[src/rtl/dmem_bus_ctrl_if.sv]
// Memory-stage request/response and external bus signals for the data memory controller.
// The controller takes the master modport; the memory stage and bus model take the slave side.
interface dmem_bus_ctrl_if;
    logic        ce_i;
    logic        we_i;
    logic [31:0] addr_i;
    logic [31:0] wdata_i;
    logic [31:0] rdata_o;
    logic        stall_req_o;
    logic        err_o;
    logic        bus_req_o;
    logic        bus_we_o;
    logic [31:0] bus_addr_o;
    logic [31:0] bus_wdata_o;
    logic        bus_ack_i;
    logic [31:0] bus_rdata_i;

    modport master (
        input  ce_i, we_i, addr_i, wdata_i, bus_ack_i, bus_rdata_i,
        output rdata_o, stall_req_o, err_o, bus_req_o, bus_we_o, bus_addr_o, bus_wdata_o
    );

    modport slave (
        output ce_i, we_i, addr_i, wdata_i, bus_ack_i, bus_rdata_i,
        input  rdata_o, stall_req_o, err_o, bus_req_o, bus_we_o, bus_addr_o, bus_wdata_o
    );
endinterface

[src/rtl/dmem_bus_ctrl.sv]
// Data memory bus controller: stalls the pipeline while a word access is outstanding on the bus,
// rejects misaligned accesses and aborts a transfer that is not acknowledged within TIMEOUT_CYC cycles.
module dmem_bus_ctrl #(
    parameter int unsigned TIMEOUT_CYC = 16
) (
    input  logic           clk,
    input  logic           rst,
    dmem_bus_ctrl_if.master bus
);

    typedef enum logic [1:0] {IDLE, BUSY, DONE} state_t;

    state_t      state_q, state_d;
    logic [7:0]  cnt_q;
    logic        to_q;
    logic        req_q, we_q;
    logic [31:0] addr_q, wdata_q, rdata_q;
    logic        stall, err;
    logic        aligned, limit;

    assign aligned = (bus.addr_i[1:0] == 2'b00);
    assign limit   = (cnt_q == 8'(TIMEOUT_CYC - 1));

    always_comb begin
        state_d = state_q;
        stall   = 1'b0;
        err     = 1'b0;
        case (state_q)
            IDLE: begin
                if (bus.ce_i) begin
                    if (aligned) begin
                        stall   = 1'b1;
                        state_d = BUSY;
                    end else begin
                        err = 1'b1;
                    end
                end
            end
            BUSY: begin
                stall = 1'b1;
                // an ack in the limit cycle still completes the transfer normally
                if (bus.bus_ack_i || limit) state_d = DONE;
            end
            DONE: begin
                err     = to_q;
                state_d = IDLE;
            end
            default: state_d = IDLE;
        endcase
    end

    always_ff @(posedge clk or posedge rst) begin
        if (rst) begin
            state_q <= IDLE;
            cnt_q   <= 8'd0;
            to_q    <= 1'b0;
            req_q   <= 1'b0;
            we_q    <= 1'b0;
            addr_q  <= 32'd0;
            wdata_q <= 32'd0;
            rdata_q <= 32'd0;
        end else begin
            state_q <= state_d;
            case (state_q)
                IDLE: begin
                    if (bus.ce_i && aligned) begin
                        req_q   <= 1'b1;
                        we_q    <= bus.we_i;
                        addr_q  <= bus.addr_i;
                        wdata_q <= bus.wdata_i;
                        cnt_q   <= 8'd0;
                    end
                end
                BUSY: begin
                    if (bus.bus_ack_i) begin
                        req_q <= 1'b0;
                        if (!we_q) rdata_q <= bus.bus_rdata_i;
                    end else if (limit) begin
                        req_q <= 1'b0;
                        to_q  <= 1'b1;
                        if (!we_q) rdata_q <= 32'd0;
                    end else begin
                        cnt_q <= cnt_q + 8'd1;
                    end
                end
                DONE: to_q <= 1'b0;
                default: ;
            endcase
        end
    end

    assign bus.stall_req_o = stall & ~rst;
    assign bus.err_o       = err & ~rst;
    assign bus.rdata_o     = rdata_q;
    assign bus.bus_req_o   = req_q;
    assign bus.bus_we_o    = we_q;
    assign bus.bus_addr_o  = addr_q;
    assign bus.bus_wdata_o = wdata_q;

endmodule

[src/flat_wrapper.sv]
// flat-port wrapper written by rule: the top's interface ports become plain ports
module dmem_bus_ctrl_flat 
#(
    parameter int unsigned TIMEOUT_CYC = 16
)
  (clk, rst, bus_ce_i, bus_we_i, bus_addr_i, bus_wdata_i, bus_bus_ack_i, bus_bus_rdata_i, bus_rdata_o, bus_stall_req_o, bus_err_o, bus_bus_req_o, bus_bus_we_o, bus_bus_addr_o, bus_bus_wdata_o);
  dmem_bus_ctrl_if bus_i ();
  input  logic clk;
  input  logic rst;
  input wire logic [$bits(bus_i.ce_i)-1:0] bus_ce_i;
  input wire logic [$bits(bus_i.we_i)-1:0] bus_we_i;
  input wire logic [$bits(bus_i.addr_i)-1:0] bus_addr_i;
  input wire logic [$bits(bus_i.wdata_i)-1:0] bus_wdata_i;
  input wire logic [$bits(bus_i.bus_ack_i)-1:0] bus_bus_ack_i;
  input wire logic [$bits(bus_i.bus_rdata_i)-1:0] bus_bus_rdata_i;
  output wire logic [$bits(bus_i.rdata_o)-1:0] bus_rdata_o;
  output wire logic [$bits(bus_i.stall_req_o)-1:0] bus_stall_req_o;
  output wire logic [$bits(bus_i.err_o)-1:0] bus_err_o;
  output wire logic [$bits(bus_i.bus_req_o)-1:0] bus_bus_req_o;
  output wire logic [$bits(bus_i.bus_we_o)-1:0] bus_bus_we_o;
  output wire logic [$bits(bus_i.bus_addr_o)-1:0] bus_bus_addr_o;
  output wire logic [$bits(bus_i.bus_wdata_o)-1:0] bus_bus_wdata_o;
  assign bus_i.ce_i = bus_ce_i;
  assign bus_i.we_i = bus_we_i;
  assign bus_i.addr_i = bus_addr_i;
  assign bus_i.wdata_i = bus_wdata_i;
  assign bus_i.bus_ack_i = bus_bus_ack_i;
  assign bus_i.bus_rdata_i = bus_bus_rdata_i;
  assign bus_rdata_o = bus_i.rdata_o;
  assign bus_stall_req_o = bus_i.stall_req_o;
  assign bus_err_o = bus_i.err_o;
  assign bus_bus_req_o = bus_i.bus_req_o;
  assign bus_bus_we_o = bus_i.bus_we_o;
  assign bus_bus_addr_o = bus_i.bus_addr_o;
  assign bus_bus_wdata_o = bus_i.bus_wdata_o;
  dmem_bus_ctrl #(.TIMEOUT_CYC(TIMEOUT_CYC)) u_core (.clk(clk), .rst(rst), .bus(bus_i));
endmodule
[config.mk]
export PLATFORM = sky130hd
export DESIGN_NAME = dmem_bus_ctrl_flat
export DESIGN_NICKNAME = d
export VERILOG_FILES = /design/src/rtl/dmem_bus_ctrl_if.sv /design/src/rtl/dmem_bus_ctrl.sv /design/src/flat_wrapper.sv
export SDC_FILE = /design/constraint.sdc
export NUM_CORES = 1
export LEC_CHECK = 0
export BUFFER_PORTS_ARGS = -buffer_cell sky130_fd_sc_hd__buf_2
export CORE_ASPECT_RATIO = 1.1
export CORE_MARGIN = 3
export CORE_UTILIZATION = 24
export DETAILED_ROUTE_END_ITERATION = 16
export PLACE_DENSITY_LB_ADDON = 0.25
export SYNTH_ARGS = -nofsm -noshare
export SYNTH_HDL_FRONTEND = slang
export SYNTH_SLANG_ARGS = --single-unit
export TNS_END_PERCENT = 20
[constraint.sdc]
create_clock -name clk -period 4.7 [get_ports clk]
set_input_delay 0.705 -clock clk [delete_from_list [all_inputs] [get_ports clk]]
set_output_delay 0.705 -clock clk [all_outputs]
set_load 0.05 [all_outputs]
# Word-level counts from Yosys, hierarchy flattened
# Cells that the tools add are included.
# classes
n_bitwise	4
n_addsub	1
eq_ne	11
muxes	25
reduce_logical	13
# op_table
op	count
two-way mux 32 bit	4
two-way mux 8 bit	3
case mux 8 bit (2 select lines)	1
AND reduction 3 bit	4
two-way mux 1 bit	9
adder 8 x 1 -> 8 bit (second input constant)	1
equality test 8 x 4 -> 1 bit (second input constant)	1
inequality test 2 x 1 -> 1 bit (second input constant)	4
case mux 1 bit (2 select lines)	4
two-way mux 2 bit	3
inequality test 2 bit (second input constant)	3
nonzero test 2 bit	3
zero test 2 bit	2
case mux 2 bit (2 select lines)	1
AND reduction 4 bit	1
inequality test 3 x 2 -> 1 bit (second input constant)	1
AND 1 bit	2
equality test 2 x 1 -> 1 bit (second input constant)	1
equality test 2 bit (second input constant)	1
inverter 1 bit	2
AND reduction 2 bit	1
logical AND 1 bit	1
logical OR 1 bit	1
# totals
word_cells	62
input_bits	101
reg_bits	109
output_inout_bits	100

# Logic depth before layout (Yosys ltp)
# Gate-level depths: netlist of the first run.
# depth
depth_word	5
mapped_depth	6

# Least setup slack after synthesis of the first run
# No wires, ideal clock.
# synth_timing
path_type	input to output
from	input port bus_addr_i[1]
to	output port bus_stall_req_o
arrival_time_ns	2.473
path_slack_ns	1.522
cell_stages	4
path_cell_list	nor4_2 > buf_2 > nor2_1 > nor3_1
# synth_via
elab_chain_cells	5
# synth_rtl
item	line_no	text
start, declared	flat_wrapper.sv:12	input wire logic [$bits(bus_i.addr_i)-1:0] bus_addr_i;
zero test 2 bit	dmem_bus_ctrl.sv:21	assign aligned = (bus.addr_i[1:0] == 2'b00);
two-way mux 1 bit	dmem_bus_ctrl.sv:31	if (aligned) begin
two-way mux 1 bit	dmem_bus_ctrl.sv:30	if (bus.ce_i) begin
case mux 1 bit (2 select lines)	dmem_bus_ctrl.sv:28	case (state_q)
AND 1 bit	dmem_bus_ctrl.sv:92	assign bus.stall_req_o = stall & ~rst;
end, declared	flat_wrapper.sv:17	output wire logic [$bits(bus_i.stall_req_o)-1:0] bus_stall_req_o;
# No other way between the ends.

# Worst setup path after layout of the first run
# layout_timing
from	register u_core.state_q[1]
to	register u_core.rdata_q[27], in the netlist u_core.bus.rdata_o[27]
# layout_via
elab_chain_cells	2
# layout_rtl
item	line_no	text
start, declared	dmem_bus_ctrl.sv:13	state_t state_q, state_d;
start signal, assigned	dmem_bus_ctrl.sv:63	state_q <= state_d;
equality test 2 x 1 -> 1 bit	dmem_bus_ctrl.sv:64	case (state_q)
AND reduction 3 bit (no source line)	--	
end signal, assigned	dmem_bus_ctrl.sv:77	if (!we_q) rdata_q <= bus.bus_rdata_i;
end, declared	dmem_bus_ctrl.sv:17	logic [31:0] addr_q, wdata_q, rdata_q;
# No other way between the ends.
# A chain may end at the register's enable or synchronous reset.

==> impl_metrics.env, run 1 <==
export IMPL_outcome="finished, final reports clean"
export IMPL_port_buffers=200
export IMPL_cp_start_kind="flop"
export IMPL_synth_mux_area_share_pct=17.0
export IMPL_synth_enable_flop_cells=0
export IMPL_clk_path_buf_depth=2
export IMPL_p_sw_share_pct=45.7
export IMPL_synth_xor_area_share_pct=0
export IMPL_min_period_over_period_pct=49.9
export IMPL_timing_fmax_ghz=0.426
export IMPL_seqPwrFrac_pct=35.6
export IMPL_power_leakage_nw=2.87
export IMPL_yosys_area_share_simple_pct=4.36
export IMPL_ir_worst_vdd_uv=282
export IMPL_slew_headroom_pct=21.9
export IMPL_yosysUniqueCellTypes=33
export IMPL_rows=50
export IMPL_ys_seq_area_share_pct=64.7
export IMPL_cap_violations=0
export IMPL_arrival_ps=2630
export IMPL_dp_hpwl_mm=7.43
export IMPL_nFillCells=1769
export IMPL_whs_ps=493
export IMPL_wl_per_cell_um=14.3
export IMPL_cts_clk_slew_worst_paths_ps=80
export IMPL_via_per_inst=4.18
export IMPL_syn_inst=279
export IMPL_r2r_slack_ps=2350
export IMPL_slowest_stage="and3_1"
export IMPL_drc=0
export IMPL_clkPwrFrac_pct=21.3
export IMPL_combPwrFrac_pct=43.1
export IMPL_grt_pass1_vias=3361
export IMPL_hold_buffers=0
export IMPL_period_needed_ps=2350
export IMPL_cp_cell_sequence="and2b_1, and3_1, a22o_1"
export IMPL_antenna_found_initial=0
export IMPL_syn_avg_cell_area_um2=15.1
export IMPL_synthArstFlopShare_pct=100
export IMPL_cts_root_buf="clkbuf_16"
export IMPL_setup_viol=0
export IMPL_dr_pass1_iters=4
export IMPL_vias=2986
export IMPL_tightest_slew_ps=1170
export IMPL_syn_nets=381
export IMPL_grt_use_total_pct=10.8
export IMPL_yosysWarnings=0
export IMPL_fin_skew_ps=12.8
export IMPL_synth_compound_area_share_pct=10.6
export IMPL_hold_viol_final=0
export IMPL_post_cts_buffers=0
export IMPL_clock_sinks=109
export IMPL_yosys_register_bits=109
export IMPL_start_util_pct=24.6
export IMPL_rsz0062_at_grt="no"
export IMPL_critPathKind="reg2reg"
export IMPL_final_cell_mix="buf_2, dfrtp_1, mux2_2"
export IMPL_crit_required_ps=4980
export IMPL_gp_congestion=0.734
export IMPL_powerDensity_nw_per_um2=665
export IMPL_core_um2=17100
export IMPL_synth_top_family_by_area="multiplexers"
export IMPL_io_pins=201
export IMPL_fin_ws_ps=2350
export IMPL_wl_mm=10.3
export IMPL_post_cts_resized=0
export IMPL_synth_area_um2=4220
export IMPL_mostFrequentLayoutCell="buf_2"
export IMPL_cts_buffers=9
export IMPL_fin_setup_tns_ps=0
export IMPL_insertion_delay_ps=350
export IMPL_dp_slack_ps=2260
export IMPL_slew_violations=0
export IMPL_synthFlopType="dfrtp_1"
export IMPL_drive_gt1_share_pct=60.1
export IMPL_cp_max_fo=32
export IMPL_hp_class="reg2reg"
export IMPL_htree_num_levels=3
export IMPL_slowest_delay_ps=1010
export IMPL_die_h_um=145
export IMPL_worst_setup_path_end_kind="flop"
export IMPL_die_w_um=132
export IMPL_synthAdderAreaFrac_pct=0.297
export IMPL_cts_tree="yes"
export IMPL_dieArea_um2=19200
export IMPL_drt_iter0_markers=54
export IMPL_grt_pass1_wl_mm=17.0
export IMPL_path_buf_inv=0
export IMPL_gr_total_overflow=0
export IMPL_antenna_left=0
export IMPL_antenna_cells=0
export IMPL_grt_max_degree=71
export IMPL_synthToLayoutAreaGrowth_pct=36.5
export IMPL_path_delay_family="simple AND/OR/NAND/NOR gates"
export IMPL_power_switching_mw=1.75
export IMPL_final_nets=578
export IMPL_intPower_mw=2.08
-- power by group through the flow --
stage | combinational (mW) | sequential, mW | clock [mW]
after floorplan | 0.318 | 2.31 | 0
after global placement | 1.66 | 1.37 | 0
after detailed placement | 1.67 | 1.38 | 0
after CTS | 1.67 | 1.37 | 0.857
after global routing | 1.73 | 1.40 | 0.894
final | 1.65 | 1.36 | 0.815
-- kinds of logic (layout without fill, tap and decap cells) --
group / count (synthesis) / count (layout)
AO/OA/AOI/OAI: 52 / 52
adder cells (fa/ha/maj): 1 / 1
buffers and inverters: 21 / 223
flip-flops: 109 / 109
multiplexers: 64 / 64
AND/OR/NAND/NOR: 32 / 32
-- flip-flops by register name, indices dropped and copies added, names as in the netlist --
name,flops
u_core.bus.bus_addr_o,32
u_core.bus.rdata_o,32
u_core.bus.bus_req_o,1
u_core.bus.bus_we_o,1
u_core.bus.bus_wdata_o,32
u_core.to_q,1
u_core.cnt_q,8
u_core.state_q,2
-- worst paths after layout --
kind	depth (start not counted)	endpoint	startpoint
worst max-delay path	3	u_core.bus.rdata_o[27]$_DFFE_PP0P_	u_core.state_q[1]$_DFFE_PP0P_
min in group asynchronous	2	u_core.bus.bus_wdata_o[10]$_DFFE_PP0P_	rst
worst min register to register	1	u_core.cnt_q[7]$_DFFE_PP0P_	u_core.cnt_q[7]$_DFFE_PP0P_
worst min-delay path	1	u_core.cnt_q[7]$_DFFE_PP0P_	u_core.cnt_q[7]$_DFFE_PP0P_
worst max register to register	3	u_core.bus.rdata_o[27]$_DFFE_PP0P_	u_core.state_q[1]$_DFFE_PP0P_
max in group asynchronous	3	u_core.bus.rdata_o[15]$_DFFE_PP0P_	rst
-- routing by layer --
metal	vias up	track usage (%)	wire length, um
met1	1420	13.0	4310
met3	10	4.85	1180
met4	0	4.37	163
met5	-	0	0
li1	1412	-	-
met2	144	16.9	4600
-- through the flow --
step	std cells	total power, mW	utilization, %	cell area [um^2]
floorplan	279	2.63	-	4220
global placement	699	3.03	31.7	5430
detailed placement	699	3.04	31.7	5430
CTS	715	3.89	33.6	5760
global route	715	4.02	33.6	5760
finish	715	3.83	33.6	5760
-- synthesized netlist by cell type (2+ instances only) --
| master | instances | area [um^2] |
|---|---|---|
| mux2_2 | 62 | 698 |
| nand2_1 | 5 | 18.8 |
| buf_6 | 5 | 56.3 |
| a2bb2oi_1 | 2 | 17.5 |
| and3_1 | 2 | 12.5 |
| a21boi_0 | 2 | 15.0 |
| dfrtp_1 | 109 | 2730 |
| o211ai_4 | 2 | 42.5 |
| nand2b_1 | 2 | 12.5 |
| a31oi_1 | 3 | 18.8 |
| inv_1 | 5 | 18.8 |
| nand3_1 | 2 | 10.0 |
| a22o_1 | 33 | 289 |
| a21oi_1 | 3 | 15.0 |
| mux2i_1 | 2 | 20.0 |
| nor3_1 | 2 | 10.0 |
| nor2_1 | 9 | 33.8 |
| buf_2 | 10 | 50.1 |
| o21ai_0 | 4 | 20.0 |
| nor2b_1 | 2 | 12.5 |
-- layout make-up --
class / count / area, um^2 / area share [%]
Sequential cell: 109 / 2730 / 47.4
Multi-Input combinational cell: 149 / 1370 / 23.8
Clock inverter: 7 / 105 / 1.83
Timing Repair Buffer: 202 / 1020 / 17.6
Tap cell: 234 / 293 / 5.09
Inverter: 5 / 21.3 / 0.369
Clock buffer: 9 / 225 / 3.91
No activity file was read; power rests on OpenSTA's default activity.
==> run 2: changes to the inputs <==
ABC_AREA = 1   (was not set)
clock period = 2.05 ns   (was 4.7 ns; I/O delays follow)
==> run 2 against run 1 <==
Compared with the run above: setup slack worse by 2300 ps; area after synthesis is 6.1% higher; critical endpoint is now bus_stall_req_o; via count up 33%; synthesized cell count up 84%; die area grew 5.8%; hold slack lost 420 ps; final cell count is 33% higher; first-iteration DRC count rose to 3.0 times the previous value; critical path type is now reg2out; critical path depth rose by 3; design area is 3.6% higher; combinational power rose by 110%; sequential power rose by 120%.
==> impl_metrics.env, run 2 <==
export IMPL_vias=3973
export IMPL_fin_setup_tns_ps=0
export IMPL_synth_area_um2=4470
export IMPL_synth_common_cells="nand2_1, dfrtp_1, nand4_1, nor2_1, inv_1"
export IMPL_cts_clk_slew_worst_paths_ps=70
export IMPL_wl_mm=12.4
export IMPL_hold_buffers=0
export IMPL_grt_max_degree=65
export IMPL_path_buf_inv=2
export IMPL_combPwrFrac_pct=42.6
export IMPL_final_nets=808
export IMPL_yosys_register_bits=109
export IMPL_slew_headroom_pct=61.5
export IMPL_syn_inst=512
export IMPL_clk_path_buf_depth=2
export IMPL_fin_skew_ps=5.75
export IMPL_min_period_over_period_pct=95.5
export IMPL_grt_pass1_vias=3818
export IMPL_ys_seq_area_share_pct=61.0
export IMPL_synthToLayoutAreaGrowth_pct=33.3
export IMPL_gp_congestion=0.759
export IMPL_die_w_um=136
export IMPL_hp_class="in2async"
export IMPL_critPathKind="reg2out"
export IMPL_powerDensity_nw_per_um2=1390
export IMPL_antenna_left=0
export IMPL_power_switching_mw=3.91
export IMPL_via_per_inst=4.19
export IMPL_cts_buffers=9
export IMPL_intPower_mw=4.40
export IMPL_reg2reg_to="u_core.cnt_q[7]$_DFFE_PP0P_"
export IMPL_power_leakage_nw=3.41
export IMPL_r2r_cells=9
export IMPL_start_util_pct=24.9
export IMPL_insertion_delay_ps=340
export IMPL_io_pins=201
export IMPL_cp_start_kind="flop"
export IMPL_slowest_delay_ps=400
export IMPL_setup_viol=0
export IMPL_synth_area_leaders="dfrtp_1, nand2_1, nand4_1"
export IMPL_post_cts_resized=0
export IMPL_period_needed_ps=1960
export IMPL_worst_setup_path_end_kind="output port"
export IMPL_yosysWarnings=0
export IMPL_arrival_ps=1650
export IMPL_cp_max_fo=3
export IMPL_slew_violations=0
export IMPL_final_cell_mix="nand2_1, buf_2, dfrtp_1"
export IMPL_timing_fmax_ghz=0.511
export IMPL_cts_root_buf="clkbuf_16"
export IMPL_synth_enable_flop_cells=0
export IMPL_dr_pass1_iters=4
export IMPL_whs_ps=76.7
export IMPL_antenna_found_initial=0
export IMPL_drive_gt1_share_pct=32.5
export IMPL_crit_required_ps=1740
export IMPL_mostFrequentLayoutCell="nand2_1"
export IMPL_clkPwrFrac_pct=20.7
export IMPL_port_buffers=200
export IMPL_yosys_area_top_type="dfrtp_1"
export IMPL_core_um2=18000
export IMPL_clock_sinks=109
export IMPL_seqPwrFrac_pct=36.7
export IMPL_p_sw_share_pct=47.1
export IMPL_gr_total_overflow=0
export IMPL_cts_tree="yes"
export IMPL_hold_viol_final=0
export IMPL_dp_hpwl_mm=8.75
export IMPL_dieArea_um2=20300
export IMPL_syn_avg_cell_area_um2=8.74
export IMPL_tightest_slew_ps=577
export IMPL_grt_use_total_pct=12.3
export IMPL_rows=51
export IMPL_slowest_stage="dfrtp_1"
export IMPL_grt_pass1_wl_mm=19.9
export IMPL_wl_per_cell_um=13.1
export IMPL_final_cells=948
export IMPL_cp_cell_sequence="nor2_1, nand2_1, nor2_4, inv_2, a21oi_1, clkbuf_4"
export IMPL_drc=0
export IMPL_drt_iter0_markers=163
export IMPL_r2r_slack_ps=500
export IMPL_yosysUniqueCellTypes=22
export IMPL_rsz0062_at_grt="no"
export IMPL_r2r_start="u_core.state_q[0]$_DFFE_PP0P_"
export IMPL_numPlacedInstances=933
export IMPL_die_h_um=149
export IMPL_cap_violations=0
export IMPL_nFillCells=1958
export IMPL_syn_nets=614
export IMPL_post_cts_buffers=0
export IMPL_htree_num_levels=3
export IMPL_synthDominantCellAreaShare_pct=61.0
export IMPL_post_synth_top_count_cell="nand2_1"
export IMPL_synthArstFlopShare_pct=100
export IMPL_ir_worst_vdd_uv=531
export IMPL_antenna_cells=0
export IMPL_outcome="finished, final reports clean"
export IMPL_synthFlopType="dfrtp_1"
export IMPL_path_delay_family="flip-flops"
-- run 2: cell families after synthesis --
kind of cell    Yosys count  share of synthesized area [%]
xor+xnor                  2                          0.392
fa+ha+maj                 1                          0.280
simple gates            351                           31.9
flops                   109                           61.0
compound gates            9                           1.06
buf+inv                  40                           5.40
-- run 2: final cells by class --
type	count	area, um^2	area share (%)
inverters	13	52.6	0.881
clock buffers	11	233	3.90
clock inverters	4	50.0	0.839
flip-flops and latches	109	2730	45.7
multi-input cells	363	1510	25.4
repair buffers	210	1090	18.3
well taps	238	298	4.99
-- run 2: per-stage QoR --
step           utilization [%]  setup WS (ps)  area, um^2  total power, mW
6_report                  33.1           91.8        5960             8.31
5_1_grt                   33.1           13.3        5960             8.80
4_1_cts                   33.1           36.4        5960             8.45
3_5_place_dp              31.6            365        5680             6.67
3_3_place_gp              31.6            379        5680             6.66
2_1_floorplan                -           33.2        4480             5.73
-- run 2: how the worst max path moves through the flow --
stage                                        startpoint               to  slack [ps]  cells past startpoint
final                     u_core.state_q[0]$_DFFE_PP0P_  bus_stall_req_o          90                      6
after global routing      u_core.state_q[0]$_DFFE_PP0P_  bus_stall_req_o          10                      6
after detailed placement                  bus_addr_i[1]  bus_stall_req_o         360                      6
after floorplan           u_core.state_q[0]$_DFFE_PP0P_  bus_stall_req_o          30                      6
after global placement                    bus_addr_i[1]  bus_stall_req_o         380                      6
after CTS                 u_core.state_q[0]$_DFFE_PP0P_  bus_stall_req_o          40                      6
-- run 2: worst register-to-register path, delay by kind of cell, from the launching register on --
kind	cells	cell delay (ps)
buffers and inverters	3	370
flip-flops	1	400
AND/OR/NAND/NOR	6	690
-- run 2: routing by layer --
layer / up-vias / track usage (%) / wire length, um
met3: 15 / 3.34 / 1060
li1: 1992 / - / -
met1: 1819 / 17.0 / 5740
met5: - / 0 / 0
met4: 0 / 5.14 / 233
met2: 147 / 18.0 / 5380
-- run 2: power groups by stage --
stage	logic [mW]	clock network, mW	registers [mW]
detailed placement	3.59	0	3.08
floorplan	0.640	0	5.09
finish	3.54	1.72	3.05
global route	3.78	1.88	3.13
global placement	3.57	0	3.09
CTS	3.58	1.82	3.05
==> run 3: changes to the inputs <==
BUFFER_PORTS_ARGS = -buffer_cell sky130_fd_sc_hd__buf_4   (was -buffer_cell sky130_fd_sc_hd__buf_2)
==> run 3 against run 2 <==
Compared with the run above: non-clock buffer count unchanged; clock-buffer cell count decreased by 1; global-route usage decreased by 0.076 points; final cell count unchanged; via count about the same; sequential cell count unchanged; register-to-register slack improved by 20 ps; sequential power about the same; clock power about the same; critical endpoint unchanged.
==> impl_metrics.env, run 3 (same netlist as run 2, synthesis figures left out) <==
export IMPL_synthToLayoutAreaGrowth_pct=45.0
export IMPL_cp_max_fo=4
export IMPL_hp_class="in2reg"
export IMPL_period_needed_ps=1860
export IMPL_cp_cell_sequence="nor2_1, nand2_1, nor2_4, inv_2, a21oi_1, buf_4"
export IMPL_slowest_delay_ps=400
export IMPL_start_util_pct=24.9
export IMPL_grt_max_degree=65
export IMPL_timing_fmax_ghz=0.537
export IMPL_antenna_left=0
export IMPL_io_pins=201
export IMPL_insertion_delay_ps=350
export IMPL_grt_use_total_pct=12.2
export IMPL_min_period_over_period_pct=90.8
export IMPL_clock_sinks=109
export IMPL_core_um2=18000
export IMPL_drive_gt1_share_pct=32.5
export IMPL_die_w_um=136
export IMPL_die_h_um=149
export IMPL_placed_cell_area_um2=6200
export IMPL_final_cells=948
export IMPL_htree_num_levels=3
export IMPL_mostFrequentLayoutCell="nand2_1"
export IMPL_cts_tree="yes"
export IMPL_clkPwrFrac_pct=19.7
export IMPL_tightest_slew_ps=417
export IMPL_power_switching_mw=3.94
export IMPL_port_buffers=200
export IMPL_cts_root_buf="clkbuf_16"
export IMPL_final_cell_mix="nand2_1, buf_4, dfrtp_1"
export IMPL_dieArea_um2=20300
export IMPL_intPower_mw=4.79
export IMPL_rsz0062_at_grt="no"
export IMPL_final_core_util_pct=36.1
export IMPL_fin_skew_ps=7.83
export IMPL_post_cts_buffers=0
export IMPL_wl_mm=12.6
export IMPL_vias=3971
export IMPL_combPwrFrac_pct=45.1
export IMPL_power_total_mw=8.73
export IMPL_met2_length_mm=5.63
export IMPL_crit_required_ps=1740
export IMPL_drt_iter0_markers=137
export IMPL_wl_per_cell_um=13.3
export IMPL_drc=0
export IMPL_setup_viol=0
export IMPL_dp_slack_ps=464
export IMPL_path_buf_inv=2
export IMPL_finalInstanceArea_um2=6490
export IMPL_dp_hpwl_mm=8.64
export IMPL_path_delay_family="flip-flops"
export IMPL_worst_setup_path_end_kind="output port"
export IMPL_antenna_found_initial=0
export IMPL_cts_clk_slew_worst_paths_ps=80
export IMPL_post_cts_resized=0
export IMPL_ir_worst_vdd_uv=555
export IMPL_whs_ps=153
export IMPL_grt_pass1_wl_mm=19.8
export IMPL_outcome="finished, final reports clean"
export IMPL_hold_buffers=1
export IMPL_gp_congestion=0.746
export IMPL_slew_violations=0
export IMPL_via_per_inst=4.19
export IMPL_cap_violations=0
export IMPL_rows=51
export IMPL_top_layer_used="met4"
export IMPL_gr_total_overflow=0
export IMPL_clk_path_buf_depth=2
export IMPL_critPathKind="reg2out"
export IMPL_dr_pass1_iters=4
export IMPL_seqPwrFrac_pct=35.2
export IMPL_slew_headroom_pct=72.2
export IMPL_power_leakage_nw=3.56
export IMPL_slowest_stage="dfrtp_1"
export IMPL_hold_viol_final=0
export IMPL_arrival_ps=1550
export IMPL_grt_pass1_vias=3875
export IMPL_met1_length_mm=5.63
export IMPL_wl_met3_mm=1.26
export IMPL_fin_ws_ps=188
export IMPL_nFillCells=1881
export IMPL_p_sw_share_pct=45.1
export IMPL_numPlacedInstances=932
export IMPL_cp_start_kind="flop"
export IMPL_fin_setup_tns_ps=0
export IMPL_cts_buffers=9
export IMPL_powerDensity_nw_per_um2=1340
export IMPL_antenna_cells=0
export IMPL_final_nets=808
## run 3: final timing paths
kind                                                             from                                     end  slack, ps  depth (start not counted)
worst max-delay path                    u_core.state_q[0]$_DFFE_PP0P_                         bus_stall_req_o        190                          6
worst min-delay path                                   bus_addr_i[26]   u_core.bus.bus_addr_o[26]$_DFFE_PP0P_        150                          3
worst max register to register            u_core.cnt_q[0]$_DFFE_PP0P_      u_core.bus.rdata_o[31]$_DFFE_PP0P_        520                          7
worst min register to register  u_core.bus.bus_wdata_o[3]$_DFFE_PP0P_   u_core.bus.bus_wdata_o[3]$_DFFE_PP0P_        470                          2
max in group asynchronous                                         rst  u_core.bus.bus_wdata_o[24]$_DFFE_PP0P_       1000                          4
min in group asynchronous                                         rst  u_core.bus.bus_wdata_o[10]$_DFFE_PP0P_        480                          3
## run 3: area by class of cell
type                            instances  area (um^2)  share of cell area (%)
Sequential cell                       109         2730                    42.0
Clock buffer                           10          229                    3.53
Timing Repair Buffer                  210         1620                    24.9
Inverter                               13         52.6                   0.810
Clock inverter                          5         52.6                   0.810
Tap cell                              238          298                    4.59
Multi-Input combinational cell        363         1510                    23.3
## run 3: power by group through the flow
| stage | Combinational (mW) | Sequential [mW] | Clock, mW |
|---|---|---|---|
| final | 3.94 | 3.07 | 1.72 |
| after global routing | 4.17 | 3.15 | 1.87 |
| after CTS | 3.99 | 3.08 | 1.79 |
| after detailed placement | 3.99 | 3.11 | 0 |
| after global placement | 3.98 | 3.10 | 0 |
| after floorplan | 0.640 | 5.09 | 0 |
## run 3: worst register-to-register path, cell delays in order (launching register included)
cell	delay [ps]
dfrtp_1	400
ha_1	220
nand3_2	130
o21ai_1	180
nand3_2	70
buf_4	240
nand2_1	110
nand2_1	60
## run 3: layer usage
layer | up-vias | track usage [%]
li1 | 1983 | -
met1 | 1831 | 15.8
met2 | 148 | 18.8
met3 | 9 | 4.86
met4 | 0 | 3.48
met5 | - | 0
